### src/rtl/multicycle_control.sv
// multicycle_control
//   Main control FSM for the multi-cycle RV32I datapath. Each accepted
//   instruction is sequenced through FETCH / DECODE / EXEC / MEM / WB, with an
//   optional multi-cycle MUL wait, an illegal-instruction trap state, and a
//   single pc_write retire strobe per instruction.
//
// Ports
//   clk, rst_n           clock (rising edge), asynchronous active-low reset
//   instr_valid          fetched instruction present on opcode/funct7
//   opcode, funct7       instruction[6:0], instruction[31:25]
//   mem_ready            data memory completes the current access
//   instr_ready          FSM accepts an instruction (FETCH)
//   branch               branch compare / PC-select enable
//   mem_read, mem_write  load / store request, held until mem_ready
//   mem_to_reg           writeback selects memory data
//   alu_op[2:0]          000 R, 001 I, 010 S, 011 B, 100 U, 101 J, 110 load, 111 JALR
//   alu_src              ALU operand B = immediate
//   reg_write            register file write enable
//   mul_start            one-cycle multiplier launch pulse
//   pc_write             one-cycle retire strobe
//   illegal              one-cycle illegal-instruction pulse
//   busy                 FSM not in FETCH
module multicycle_control #(
  parameter int MUL_EN      = 1,
  parameter int MUL_LATENCY = 4,
  parameter int CNT_W       = $clog2(MUL_LATENCY + 1)
) (
  input  logic       clk,
  input  logic       rst_n,
  input  logic       instr_valid,
  input  logic [6:0] opcode,
  input  logic [6:0] funct7,
  input  logic       mem_ready,
  output logic       instr_ready,
  output logic       branch,
  output logic       mem_read,
  output logic       mem_write,
  output logic       mem_to_reg,
  output logic [2:0] alu_op,
  output logic       alu_src,
  output logic       reg_write,
  output logic       mul_start,
  output logic       pc_write,
  output logic       illegal,
  output logic       busy
);

  typedef enum logic [2:0] {
    S_FETCH, S_DECODE, S_EXEC, S_MEM, S_MUL_WAIT, S_WB, S_TRAP
  } state_t;

  typedef enum logic [3:0] {
    C_NONE, C_ARITH, C_MUL, C_ARI_IMM, C_BRANCH, C_LOAD, C_STORE,
    C_AUIPC, C_LUI, C_JAL, C_JALR, C_ILLEGAL
  } class_t;

  state_t            state, state_nxt;
  class_t            cls, dec_cls;
  logic [CNT_W-1:0]  cnt;
  logic [6:0]        op_q, f7_q;

  function automatic class_t decode_class(input logic [6:0] op, input logic [6:0] f7);
    class_t c;
    case (op)
      7'b0110011: begin
        if (f7 == 7'b0000000 || f7 == 7'b0100000) c = C_ARITH;
        else if (f7 == 7'b0000001 && MUL_EN != 0)  c = C_MUL;
        else                                       c = C_ILLEGAL;
      end
      7'b0010011: c = C_ARI_IMM;
      7'b1100011: c = C_BRANCH;
      7'b0000011: c = C_LOAD;
      7'b0100011: c = C_STORE;
      7'b0010111: c = C_AUIPC;
      7'b0110111: c = C_LUI;
      7'b1101111: c = C_JAL;
      7'b1100111: c = C_JALR;
      default:    c = C_ILLEGAL;
    endcase
    return c;
  endfunction

  function automatic logic [2:0] alu_op_of(input class_t c);
    logic [2:0] a;
    case (c)
      C_ARI_IMM:         a = 3'b001;
      C_STORE:           a = 3'b010;
      C_BRANCH:          a = 3'b011;
      C_LUI, C_AUIPC:    a = 3'b100;
      C_JAL:             a = 3'b101;
      C_LOAD:            a = 3'b110;
      C_JALR:            a = 3'b111;
      default:           a = 3'b000;
    endcase
    return a;
  endfunction

  function automatic logic alu_src_of(input class_t c);
    return !(c == C_ARITH || c == C_MUL || c == C_BRANCH);
  endfunction

  // Instruction fields are captured only on the accept handshake; the
  // fetch bus is free to change once DECODE is entered.
  always_ff @(posedge clk) begin
    if (instr_valid && instr_ready) begin
      op_q <= opcode;
      f7_q <= funct7;
    end
  end

  assign dec_cls = decode_class(op_q, f7_q);

  always_ff @(posedge clk or negedge rst_n) begin
    if (!rst_n) begin
      state <= S_FETCH;
      cls   <= C_NONE;
      cnt   <= '0;
    end else begin
      state <= state_nxt;
      if (state == S_DECODE) cls <= dec_cls;
      // Counter is loaded at launch so that the count reaching 1 in
      // MUL_WAIT lands WB exactly MUL_LATENCY cycles after mul_start.
      if (state == S_EXEC && cls == C_MUL) cnt <= CNT_W'(MUL_LATENCY - 1);
      else if (state == S_MUL_WAIT)        cnt <= cnt - 1'b1;
    end
  end

  always_comb begin
    state_nxt   = state;
    instr_ready = 1'b0;
    branch      = 1'b0;
    mem_read    = 1'b0;
    mem_write   = 1'b0;
    mem_to_reg  = 1'b0;
    alu_op      = 3'b000;
    alu_src     = 1'b0;
    reg_write   = 1'b0;
    mul_start   = 1'b0;
    pc_write    = 1'b0;
    illegal     = 1'b0;
    case (state)
      S_FETCH: begin
        instr_ready = 1'b1;
        if (instr_valid) state_nxt = S_DECODE;
      end
      S_DECODE: begin
        state_nxt = (dec_cls == C_ILLEGAL) ? S_TRAP : S_EXEC;
      end
      S_TRAP: begin
        illegal   = 1'b1;
        pc_write  = 1'b1;
        state_nxt = S_FETCH;
      end
      S_EXEC: begin
        alu_op  = alu_op_of(cls);
        alu_src = alu_src_of(cls);
        case (cls)
          C_BRANCH: begin
            branch    = 1'b1;
            pc_write  = 1'b1;
            state_nxt = S_FETCH;
          end
          C_MUL: begin
            mul_start = 1'b1;
            state_nxt = (MUL_LATENCY > 1) ? S_MUL_WAIT : S_WB;
          end
          C_LOAD, C_STORE: state_nxt = S_MEM;
          default:         state_nxt = S_WB;
        endcase
      end
      S_MUL_WAIT: begin
        if (cnt == CNT_W'(1)) state_nxt = S_WB;
      end
      S_MEM: begin
        alu_op    = alu_op_of(cls);
        alu_src   = alu_src_of(cls);
        mem_read  = (cls == C_LOAD);
        mem_write = (cls == C_STORE);
        if (mem_ready) begin
          if (cls == C_LOAD) begin
            state_nxt = S_WB;
          end else begin
            // Stores retire directly from MEM; there is no writeback.
            pc_write  = 1'b1;
            state_nxt = S_FETCH;
          end
        end
      end
      S_WB: begin
        reg_write  = 1'b1;
        mem_to_reg = (cls == C_LOAD);
        pc_write   = 1'b1;
        state_nxt  = S_FETCH;
      end
      default: state_nxt = S_FETCH;
    endcase
  end

  assign busy = (state != S_FETCH);

endmodule

### config.mk
export PLATFORM = sky130hd
export DESIGN_NAME = multicycle_control
export DESIGN_NICKNAME = d
export VERILOG_FILES = /design/src/rtl/multicycle_control.sv
export SDC_FILE = /design/constraint.sdc
export NUM_CORES = 1
export LEC_CHECK = 0
export ABC_AREA = 1
export BUFFER_PORTS_ARGS = -buffer_cell sky130_fd_sc_hd__clkbuf_2
export CAP_MARGIN = 10
export CELL_PAD_IN_SITES_DETAIL_PLACEMENT = 1
export CELL_PAD_IN_SITES_GLOBAL_PLACEMENT = 2
export CORE_UTILIZATION = 32
export DETAILED_ROUTE_END_ITERATION = 16
export PLACE_DENSITY = 0.92
export SLEW_MARGIN = 5
export SYNTH_ARGS = -nofsm -noshare
export SYNTH_HDL_FRONTEND = slang
export SYNTH_SLANG_ARGS = --single-unit
### constraint.sdc
create_clock -name clk -period 3.3 [get_ports clk]
set_input_delay 0.66 -clock clk [delete_from_list [all_inputs] [get_ports clk]]
set_output_delay 0.66 -clock clk [all_outputs]
set_load 0.01 [all_outputs]
==> impl_metrics.toml <==
[outcome]
status = "finished, final reports clean"

[critical_path]
path_max_fanout = 4
r2r_slack_ns = 1.69
cp-start-kind = "flip-flop"
critPathKind = "reg -> out"
worstSetupEndpointType = "output port"
arrival_ns = 1.69
critPathRequiredTime_ns = 2.64

[grt]
grt_overflow = 0
busiest_layer = "met2"
grt_pass1_vias = 1299
grt_pass1_wl_um = 5395
grt_start_max_net_pins = 15
use_met2_pct = 23.93
use_met1_pct = 16.64
grt_use_met3_pct = 2.597
track_usage_pct = 13.83
antenna_found_initial = 0

[synthesis]
yosysTopAreaCellShare_pct = 28.31
yosysSeqAreaShare_pct = 45.16
ys_seq_elements = 24
syn_nets = 220
synth-edff-count = 14
synth_warnings = 0
yosysTopAreaCell = "edfxtp_1"
synth.avg_cell_area_um2 = 7.616
synthTopCellsByArea = "edfxtp_1, dfrtp_1, nand2_1"
synth.most_common_cell = "nand2_1"
synth_cell_types = 23
synth_commonest_cells = "nand2_1, nor2_1, inv_1"
ys.flop_type = "edfxtp_1"
syn_area_um2 = 1485
synthesis.instances = 195
synthArstFlopShare_pct = 41.67

[floorplan]
core_area_um2 = 4414
dieWidth_um = 70.13
die_area_um2 = 4918
fp-row-count = 24
die_h_um = 70.13
io_pins = 32
initial_utilization_pct = 33.65

[sta]
setup_ws_ns = 0.9493
timing.fmax_mhz = 425.4
hold_viol_final = 0
worst_pin_slew_ns = 0.3859
slew_viol_final = 0
slew-limit-headroom_pct = 74.13
tns_ns = 0
period_needed_ns = 2.351
skew_ns = 0.003321
rsz0062_at_grt = "no"
fin_crit_sh_pct = 71.23
setup_violations = 0

[route]
vias = 1284
antenna_left = 0
drtIter0Drc = 24
wl_per_cell_um = 10.73
via_per_inst = 4.537
drt-total-wl_um = 3036
firstDrtPassIters = 4
drc = 0

[power]
ir_worst_vdd_mv = 0.4475
power.leakage_nw = 0.8780
pwr_density_cell_nw_per_um2 = 706.8

[cts]
ctsHtreeMaxLevel = 1
cts_root_buf = "clkbuf_8"
cts_hold_buf = 0
cts_max_path_buffers = 2
clock-sinks = 24
clkLatencyLatePin_ns = 0.27
cts_tree = "built"
clk_pin_slew_ns = 0.08
postCtsResizedCells = 0
cts_buffers = 3
post_cts_buffers = 0

[hold_path]
hp-class = "in -> async"

[final_layout]
final_nets = 257
fin_cells = 283
drive_gt1_share_pct = 24.24
fin_area_um2 = 1758
area.growth.synth_to_final_pct = 18.37
n_antenna_cell = 0

[placement]
place_area_um2 = 1713
dp_hpwl_um = 2582
routabilityCongestion = 0.7995
place_ws_ns = 1.248
dp.cells = 279
io_buffers = 31

[run]
cap_violations = 0
-- routing by layer --
metal,vias to the layer above,part of all wire [%]
met5,-,0
met4,0,1.7
met3,5,2.8
met2,16,47
met1,574,48
li1,689,-
-- registers in the layout (all words and copies together) (netlist names) --
register  flops
f7_q          7
op_q          7
cls           4
cnt           3
state         3
-- layout make-up --
class	instances	area [um^2]
repair buffers	32	162.7
fillers	577	2656
flip-flops and latches	24	670.6
clock buffers	4	45.04
well taps	52	65.06
inverters	38	142.6
multi-input cells	133	671.9
-- worst max-delay path: stages, from the launching register on --
cell and delay, ns:
dfrtp_1 0.42, inv_1 0.14, ha_1 0.16, inv_1 0.05, nor2_1 0.14, inv_1 0.07
nor2_1 0.14, nor3_1 0.06, o21ai_0 0.08, clkbuf_2 0.15
-- final timing paths --
check,startpoint,endpoint,cells past startpoint
setup / recovery,cls[0]$_DFFE_PN0P_,pc_write,9
hold reg to reg,cnt[2]$_DFFE_PN0P_,cnt[2]$_DFFE_PN0P_,3
hold / removal,rst_n,cnt[2]$_DFFE_PN0P_,1
max in group asynchronous,rst_n,cls[1]$_DFFE_PN0P_,1
setup reg to reg,cls[0]$_DFFE_PN0P_,state[2]$_DFFE_PN0P_,9
min in group clk,cnt[2]$_DFFE_PN0P_,cnt[2]$_DFFE_PN0P_,3
-- logic make-up (layout without fill, tap and decap cells) --
| logic type | count (synthesis) | in the layout | synth area share (%) |
|---|---|---|---|
| fa+ha+maj | 7 | 7 | 5.897 |
| flops | 24 | 24 | 45.16 |
| buf+inv | 38 | 74 | 9.604 |
| simple gates | 104 | 104 | 31.00 |
| compound gates | 22 | 22 | 8.340 |
-- power by group --
part / switching (W) / internal (W)
clock: 0.0000926 / 0.0000863
combinational: 0.000369 / 0.000200
sequential: 0.0000733 / 0.000422
total: 0.000535 / 0.000708
-- placed cells by master, fill, tap and decap left out, types with 6 or more instances in the layout --
| master | n |
|---|---|
| nor3_1 | 6 |
| nand3_1 | 6 |
| a21oi_1 | 6 |
| dfrtp_1 | 10 |
| o21ai_0 | 8 |
| nand2_1 | 43 |
| edfxtp_1 | 14 |
| nor2_1 | 32 |
| ha_1 | 7 |
| inv_2 | 8 |
| clkbuf_2 | 31 |
| inv_1 | 30 |
-- per-stage QoR --
step	total power, W	hold slack (ns)	utilization, %
after detailed placement	0.001079	0.5440	38.80
final	0.001242	0.2475	39.82
after CTS	0.001261	0.2552	39.82
after floorplan	0.0009073	0.3644	-
after global routing	0.001380	0.2524	39.82
after global placement	0.001070	0.5405	38.80
Power figures use the tool's default switching activity.
